### src/rtl/red_pitaya_sys_master.sv
// ---------------------------------------------------------------------------
// red_pitaya_sys_master
//
// Converts one command at a time into a single-cycle read or write strobe on
// the Red Pitaya "sys" bus. It then waits for the responder's ack or error and
// returns a single response to the command side. If the responder stays
// silent for TMO cycles, the module returns an error/timeout response instead.
//
// Handshake rule, used on both sides: a transfer happens at a rising clk_i
// edge where valid and ready are both high. The side asserting valid holds its
// payload stable until that edge.
//
// Parameters
//   TMO          : number of WAIT cycles before a timeout (1..255)
//
// Ports
//   clk_i        : clock, all logic on the rising edge
//   rstn_i       : asynchronous active-low reset
//   cmd_valid_i  : command request
//   cmd_ready_o  : command accepted when high with cmd_valid_i (IDLE only)
//   cmd_wr_i     : 1 = write, 0 = read
//   cmd_addr_i   : command address
//   cmd_wdata_i  : command write data
//   rsp_valid_o  : response available (held until rsp_ready_i)
//   rsp_ready_i  : response consumer ready
//   rsp_rdata_o  : read data (0 for writes, errors and timeouts)
//   rsp_err_o    : bus error or timeout
//   rsp_tmo_o    : timeout occurred
//   sys_addr     : bus address, stable from the strobe until the next command
//   sys_wdata    : bus write data, same stability as sys_addr
//   sys_wen      : one-cycle write strobe
//   sys_ren      : one-cycle read strobe
//   sys_rdata    : bus read data
//   sys_err      : bus error indicator
//   sys_ack      : bus acknowledge
//   dbg_state_o  : current FSM state (IDLE=0, STROBE=1, WAIT=2, RESP=3)
// ---------------------------------------------------------------------------
module red_pitaya_sys_master #(
  parameter int unsigned TMO = 255
) (
  input  logic        clk_i,
  input  logic        rstn_i,
  // command side
  input  logic        cmd_valid_i,
  output logic        cmd_ready_o,
  input  logic        cmd_wr_i,
  input  logic [31:0] cmd_addr_i,
  input  logic [31:0] cmd_wdata_i,
  // response side
  output logic        rsp_valid_o,
  input  logic        rsp_ready_i,
  output logic [31:0] rsp_rdata_o,
  output logic        rsp_err_o,
  output logic        rsp_tmo_o,
  // system bus
  output logic [31:0] sys_addr,
  output logic [31:0] sys_wdata,
  output logic        sys_wen,
  output logic        sys_ren,
  input  logic [31:0] sys_rdata,
  input  logic        sys_err,
  input  logic        sys_ack,
  // debug
  output logic [1:0]  dbg_state_o
);

  typedef enum logic [1:0] {
    IDLE   = 2'd0,
    STROBE = 2'd1,
    WAIT   = 2'd2,
    RESP   = 2'd3
  } state_e;

  // Last counter value of a WAIT phase; reaching it without ack/err times out.
  localparam logic [7:0] TMO_LAST = 8'(TMO - 1);

  state_e      state_q,     state_d;
  logic        cmd_ready_q, cmd_ready_d;
  logic        wr_q,        wr_d;
  logic [31:0] addr_q,      addr_d;
  logic [31:0] wdata_q,     wdata_d;
  logic        wen_q,       wen_d;
  logic        ren_q,       ren_d;
  logic [7:0]  cnt_q,       cnt_d;
  logic        rsp_valid_q, rsp_valid_d;
  logic [31:0] rsp_rdata_q, rsp_rdata_d;
  logic        rsp_err_q,   rsp_err_d;
  logic        rsp_tmo_q,   rsp_tmo_d;

  // Next-state logic. sys_ack/sys_err are only looked at in WAIT, so an ack
  // arriving after a timeout (or after a reset) cannot produce a response.
  always_comb begin
    state_d     = state_q;
    cmd_ready_d = cmd_ready_q;
    wr_d        = wr_q;
    addr_d      = addr_q;
    wdata_d     = wdata_q;
    wen_d       = 1'b0;
    ren_d       = 1'b0;
    cnt_d       = cnt_q;
    rsp_valid_d = rsp_valid_q;
    rsp_rdata_d = rsp_rdata_q;
    rsp_err_d   = rsp_err_q;
    rsp_tmo_d   = rsp_tmo_q;

    case (state_q)
      IDLE: begin
        // Ready rises on the first edge after reset and stays up while idle.
        cmd_ready_d = 1'b1;
        if (cmd_valid_i && cmd_ready_q) begin
          cmd_ready_d = 1'b0;
          wr_d        = cmd_wr_i;
          addr_d      = cmd_addr_i;
          wdata_d     = cmd_wdata_i;
          // Strobe is registered here so it is high during the STROBE cycle.
          wen_d       = cmd_wr_i;
          ren_d       = ~cmd_wr_i;
          state_d     = STROBE;
        end
      end

      STROBE: begin
        cnt_d   = 8'd0;
        state_d = WAIT;
      end

      WAIT: begin
        if (sys_err) begin
          // Error wins over a simultaneous ack; data is never passed on.
          rsp_valid_d = 1'b1;
          rsp_err_d   = 1'b1;
          rsp_tmo_d   = 1'b0;
          rsp_rdata_d = 32'd0;
          state_d     = RESP;
        end else if (sys_ack) begin
          rsp_valid_d = 1'b1;
          rsp_err_d   = 1'b0;
          rsp_tmo_d   = 1'b0;
          rsp_rdata_d = wr_q ? 32'd0 : sys_rdata;
          state_d     = RESP;
        end else if (cnt_q == TMO_LAST) begin
          rsp_valid_d = 1'b1;
          rsp_err_d   = 1'b1;
          rsp_tmo_d   = 1'b1;
          rsp_rdata_d = 32'd0;
          state_d     = RESP;
        end else begin
          cnt_d = cnt_q + 8'd1;
        end
      end

      RESP: begin
        if (rsp_ready_i) begin
          rsp_valid_d = 1'b0;
          cmd_ready_d = 1'b1;
          state_d     = IDLE;
        end
      end

      default: begin
        state_d     = IDLE;
        cmd_ready_d = 1'b0;
        rsp_valid_d = 1'b0;
      end
    endcase
  end

  always_ff @(posedge clk_i or negedge rstn_i) begin
    if (!rstn_i) begin
      state_q     <= IDLE;
      cmd_ready_q <= 1'b0;
      wr_q        <= 1'b0;
      addr_q      <= 32'd0;
      wdata_q     <= 32'd0;
      wen_q       <= 1'b0;
      ren_q       <= 1'b0;
      cnt_q       <= 8'd0;
      rsp_valid_q <= 1'b0;
      rsp_rdata_q <= 32'd0;
      rsp_err_q   <= 1'b0;
      rsp_tmo_q   <= 1'b0;
    end else begin
      state_q     <= state_d;
      cmd_ready_q <= cmd_ready_d;
      wr_q        <= wr_d;
      addr_q      <= addr_d;
      wdata_q     <= wdata_d;
      wen_q       <= wen_d;
      ren_q       <= ren_d;
      cnt_q       <= cnt_d;
      rsp_valid_q <= rsp_valid_d;
      rsp_rdata_q <= rsp_rdata_d;
      rsp_err_q   <= rsp_err_d;
      rsp_tmo_q   <= rsp_tmo_d;
    end
  end

  assign cmd_ready_o = cmd_ready_q;
  assign rsp_valid_o = rsp_valid_q;
  assign rsp_rdata_o = rsp_rdata_q;
  assign rsp_err_o   = rsp_err_q;
  assign rsp_tmo_o   = rsp_tmo_q;
  assign sys_addr    = addr_q;
  assign sys_wdata   = wdata_q;
  assign sys_wen     = wen_q;
  assign sys_ren     = ren_q;
  assign dbg_state_o = state_q;

endmodule

### config.mk
export PLATFORM = sky130hd
export DESIGN_NAME = red_pitaya_sys_master
export DESIGN_NICKNAME = d
export VERILOG_FILES = /design/src/rtl/red_pitaya_sys_master.sv
export SDC_FILE = /design/constraint.sdc
export NUM_CORES = 1
export LEC_CHECK = 0
export CAP_MARGIN = 20
export CORE_MARGIN = 2
export CORE_UTILIZATION = 36
export CTS_CLUSTER_DIAMETER = 150
export DETAILED_ROUTE_END_ITERATION = 12
export PLACE_DENSITY = 0.7
export RECOVER_POWER = 100
export SYNTH_ARGS = -nofsm -noshare
export SYNTH_HDL_FRONTEND = slang
export SYNTH_SLANG_ARGS = --single-unit
### constraint.sdc
create_clock -name clk_i -period 2.7 [get_ports clk_i]
set_input_delay 0.405 -clock clk_i [delete_from_list [all_inputs] [get_ports clk_i]]
set_output_delay 0.405 -clock clk_i [all_outputs]
set_load 0.03 [all_outputs]
Yosys cells after proc, flatten, opt, wreduce, memory -nomap -nowiden:

Cells that the tools add are included.
W data, S select, Z words.

* $add $sub $neg: 1
* equality and inequality tests: 10
* multiplexer cells: 29
* bitwise gates (word level): 1
* reduce and logical (&&, ||, !) cells: 12

Operators by type and width (number)
* $mux W32: 4
* $mux W8: 3
* $pmux W8 S2: 1
* $mux W1: 13
* $mux W2: 5
* $ne A2 B2 Y1 const B: 5
* $add A8 B1 Y8 const B: 1
* $eq A8 B8 Y1 const B: 1
* $pmux W2 S4: 1
* $reduce_and A2 Y1: 3
* $reduce_and A3 Y1: 2
* $reduce_bool A2 Y1: 3
* $eq A2 B2 Y1 const B: 2
* $ne A4 B4 Y1 const B: 1
* $pmux W1 S2: 2
* $reduce_and A4 Y1: 1
* $reduce_bool A3 Y1: 1
* $eq A2 B1 Y1 const B: 1
* $logic_not A2 Y1: 1
* $logic_and A1 B1 Y1: 1
* $not A1 Y1: 1

* flip-flop bits (word level): 113
* input bits: 103
* output and inout port bits: 104
* logic and storage cells: 65

Depth between registers and ports, before layout:

* depth after elaboration: 5
* mapped depth: 8
* mapped depth without buffers: 6

Worst setup path before layout:

Ideal clock, no wire load.

* path kind: register to register
* from: register state_q[0], in the netlist dbg_state_o[0]
* to: register rsp_tmo_q, in the netlist rsp_tmo_o
* library setup time: 119 ps
* arrival time: 1993 ps
* data required time: 2581 ps
* slack: 588 ps
* stages on the path, launching flop included: 9
* buffers on the path: 2
* clock period less this slack: 2112 ps
* cell sequence: dfrtp_1 > inv_1 > ha_1 > or3b_4 > o21bai_4 > and2_4 > buf_6 > buf_8 > o21a_1

* cells in the longest elaborated chain, start to end: 2

Ends and longest elaborated chain
* start, declared: RTL line 77 `state_e state_q, state_d;`
* start signal, assigned: RTL line 183 `state_q <= state_d;`
* $eq A2 B2 Y1: RTL line 106 `case (state_q)`
* $reduce_and A2 Y1 (no source line)
* end signal, assigned: RTL line 194 `rsp_tmo_q <= rsp_tmo_d;`
* end, declared: RTL line 88 `logic rsp_tmo_q, rsp_tmo_d;`

Every way passes these cells.
A chain may end at the register's enable or synchronous reset.

Worst setup path in the final report:

* from: register state_q[0], in the netlist dbg_state_o[0]
* to: register rsp_rdata_q[11], in the netlist rsp_rdata_o[11]

* cells in the longest elaborated chain, start to end: 2

Ends and longest elaborated chain
* $eq A2 B2 Y1: RTL line 106
* $reduce_and A2 Y1 (no source line)
* end signal, assigned: RTL line 192 `rsp_rdata_q <= rsp_rdata_d;`
* end, declared: RTL line 86 `logic [31:0] rsp_rdata_q, rsp_rdata_d;`

Every way passes these cells.

==> flow_metrics.py <==
metrics = {
    "global_routing": {
        "grt_remaining_overflow": 0,
        "initial_antenna_violation_count": 0,
        "grt_max_degree": 114,
        "global_route.usage.total_pct": 17.2,
        "via_count_of_the_first_global_routing_pass": 3755,
        "grt_first_pass_wirelength_mm": 18.9,
    },
    "power_and_ir_drop": {
        "fin_total_pwr_w": 0.00951,
        "cellLeakagePower_nw": 3.36,
        "max-vdd-ir-drop_v": 0.000679,
        "pwr_density_cell_mw_per_mm2": 1270,
    },
    "sta": {
        "period_needed_ns": 2.34,
        "tightest_slew_ns": 1.53,
        "report.final.setup_viol": 0,
        "max_clock_freq_mhz": 428,
        "post-route-period-util_pct": 86.5,
        "final_critical_path_setup_slack_ns": 0.365,
        "final_max_tran_viols": 114,
        "fin_tns_setup_ns": 0,
        "grt_setup_unrepaired": "no",
        "slew_headroom_pct": -1.68,
        "hold_viol_final": 0,
        "fin_skew_ns": 0.00588,
    },
    "route": {
        "vias_per_cell": 4.63,
        "detail_route.drc_violations": 0,
        "routed_wirelength_mm": 11.7,
        "via_count": 3539,
        "detail_route.iter0.violations": 134,
        "detail_route.wl_per_cell_um": 15.2,
        "drtAntennaViolNets": 0,
        "detailedRoute.firstPassIterationCount": 4,
    },
    "synthesis": {
        "synth_flop_cell": "sky130_fd_sc_hd__dfrtp_1",
        "asyncSetResetFlopFracSynth_pct": 100,
        "synth_top_area_share_pct": 59.8,
        "syn_area_per_cell_um2": 13.1,
        "number_of_enable_type_register_cells_in_the_synthesized_netlist": 0,
        "netlist_area_mm2": 0.00473,
        "synth_top_area_cell": "sky130_fd_sc_hd__dfrtp_1",
        "synthDistinctLibCells": 40,
        "sequential_fraction_of_the_synthesis_area_pct": 59.8,
        "synthesis.instances": 362,
        "synthesized_nets": 472,
        "synth-seq-cells": 113,
        "netlist_top_cells_area": "sky130_fd_sc_hd__dfrtp_1, sky130_fd_sc_hd__mux2_2, sky130_fd_sc_hd__mux2i_1",
        "yosysWarnings": 0,
    },
    "place": {
        "detailed_place_hpwl_mm": 8.33,
        "place_congestion": 0.749,
        "post-place-ws_ns": 0.391,
        "port_bufs": 206,
    },
    "finish": {
        "layout_cell_share_with_drive_strength_beyond_1_pct": 17.7,
        "nets": 689,
        "final_antenna_diode_count": 0,
        "synthToLayoutAreaGrowth_pct": 58.8,
    },
    "clock_network": {
        "postCtsSetupRepairBufs": 0,
        "root_buffer": "sky130_fd_sc_hd__clkbuf_16",
        "worst_skew_pair.late_latency_ns": 0.41,
        "htree_num_levels": 4,
        "clk_pin_slew_ns": 0.05,
        "tritoncts": "yes",
        "cts.sinks": 113,
        "clk_path_buf_depth": 2,
        "cts.hold.buffers_added": 0,
        "post_cts_resize_count": 0,
        "cts_made_buffers": 17,
    },
    "worst_setup_path": {
        "cpPeakStageDelay_ns": 0.63,
        "wp_data_required_ns": 3.02,
        "worst_path_dominant_cell_family": "simple AND/OR/NAND/NOR gates",
        "worst-endpoint-arrival_ns": 2.65,
        "worst_path_max_delay_cell": "sky130_fd_sc_hd__and2_4",
        "path_class": "reg -> reg",
        "critical_path_peak_fanout": 34,
        "worstPathCellList": "inv_1 > ha_1 > or3b_1 > o21bai_1 > and2_4 > mux2i_1",
        "setup.worst_path.end_class": "flip-flop",
        "start_kind": "flip-flop",
        "critical_path_buf_inv_count": 1,
    },
    "hold_path": {
        "min-delay-path-class": "reg -> reg",
    },
    "die": {
        "ioPinCount": 207,
        "design.core.area_mm2": 0.0127,
        "die_h_um": 119,
        "chipWidth_um": 119,
        "fp-row-count": 41,
        "initial_core_util_pct": 37.2,
        "die_area_mm2": 0.0141,
    },
    "job": {
        "cap_viol_max_count": 1,
    },
    "run_status": {
        "violations": "max-capacitance violations, max-slew violations",
        "run_status": "finished, violations left",
    },
}
==> power breakdown <==
part           switching [W]  total, W  leakage [nW]  internal, W
clock               0.000750   0.00214         0.278      0.00139
sequential          0.000393   0.00287          1.42      0.00248
combinational        0.00260   0.00450          1.66      0.00190
total                0.00375   0.00951          3.36      0.00576
==> synthesized netlist by cell type (2+ instances only) <==
master	n
sky130_fd_sc_hd__buf_1	6
sky130_fd_sc_hd__a31oi_1	3
sky130_fd_sc_hd__nor2_1	4
sky130_fd_sc_hd__nand2_1	37
sky130_fd_sc_hd__buf_12	2
sky130_fd_sc_hd__clkbuf_1	4
sky130_fd_sc_hd__a21oi_1	3
sky130_fd_sc_hd__inv_1	39
sky130_fd_sc_hd__ha_1	7
sky130_fd_sc_hd__and3_1	3
sky130_fd_sc_hd__o21ai_0	9
sky130_fd_sc_hd__mux2_2	65
sky130_fd_sc_hd__dfrtp_1	113
sky130_fd_sc_hd__nand2b_1	2
sky130_fd_sc_hd__nand3_1	7
sky130_fd_sc_hd__mux2i_1	34
==> worst paths after layout <==
kind                           startpoint              end  slack (ns)  cells past startpoint
max                        dbg_state_o[0]  rsp_rdata_o[11]        0.36                      6
min                         sys_wdata[20]    sys_wdata[20]        0.49                      1
max reg2reg                dbg_state_o[0]  rsp_rdata_o[11]        0.36                      6
min reg2reg                 sys_wdata[20]    sys_wdata[20]        0.49                      1
max in group asynchronous          rstn_i     sys_addr[18]        1.25                      2
min in group asynchronous          rstn_i  rsp_rdata_o[10]        0.50                      2
==> cell usage in the layout, fill, tap and decap left out, drive strengths merged, types with 2 or more instances in the layout <==
cell	netlist	layout
dlygate4sd3	0	104
mux2i	34	34
clkdlybuf4s50	0	101
a21oi	3	3
o21ai	9	9
nand2b	2	2
buf	11	2
clkbuf	4	27
bufinv	0	2
ha	7	7
mux2	65	65
and2	2	2
inv	39	39
nand2	37	37
nand3	7	7
clkinv	0	6
a31oi	3	3
clkinvlp	0	3
nor2	4	4
dfrtp	113	113
and3	3	3
==> metal layers <==
metal | track usage, % | up-vias | routed length (um)
met4 | 6.92 | 0 | 223
met3 | 9.07 | 15 | 1260
met2 | 27.4 | 156 | 5530
met1 | 19.2 | 1719 | 4630
met5 | 0 | - | 0
li1 | - | 1649 | -
==> final cells by class <==
type	instances	area, um^2
fill	1104	5210
sequential	113	2830
timing repair buffer	213	2100
multi-input combinational	195	1650
clock buffer	21	460
tap	172	215
inverter	39	146
clock inverter	11	113
==> sequential cells by signal, indices dropped and copies added, names as in the netlist <==
| register | cells |
|---|---|
| rsp_err_o | 1 |
| dbg_state_o | 2 |
| rsp_valid_o | 1 |
| sys_ren | 1 |
| sys_wdata | 32 |
| sys_addr | 32 |
| sys_wen | 1 |
| rsp_rdata_o | 32 |
| wr_q | 1 |
| rsp_tmo_o | 1 |
| cmd_ready_o | 1 |
| cnt_q | 8 |
==> metrics by stage <==
stage | hold WS, ns | cell area [um^2] | util (%) | instances
2_1_floorplan | 0.109 | 4730 | - | 362
3_3_place_gp | 0.476 | 6990 | 55.0 | 732
3_5_place_dp | 0.493 | 6990 | 55.0 | 732
4_1_cts | 0.105 | 7570 | 59.5 | 764
5_1_grt | 0.509 | 7510 | 59.1 | 764
6_report | 0.494 | 7510 | 59.1 | 764
==> cells by family after synthesis <==
family,synth area share (%)
mux,22.7
fa+ha+maj,1.85
flops,59.8
simple gates,5.90
xor+xnor,0.185
compound gates,4.26
buf+inv,5.39
(Power assumes the default switching activity.)
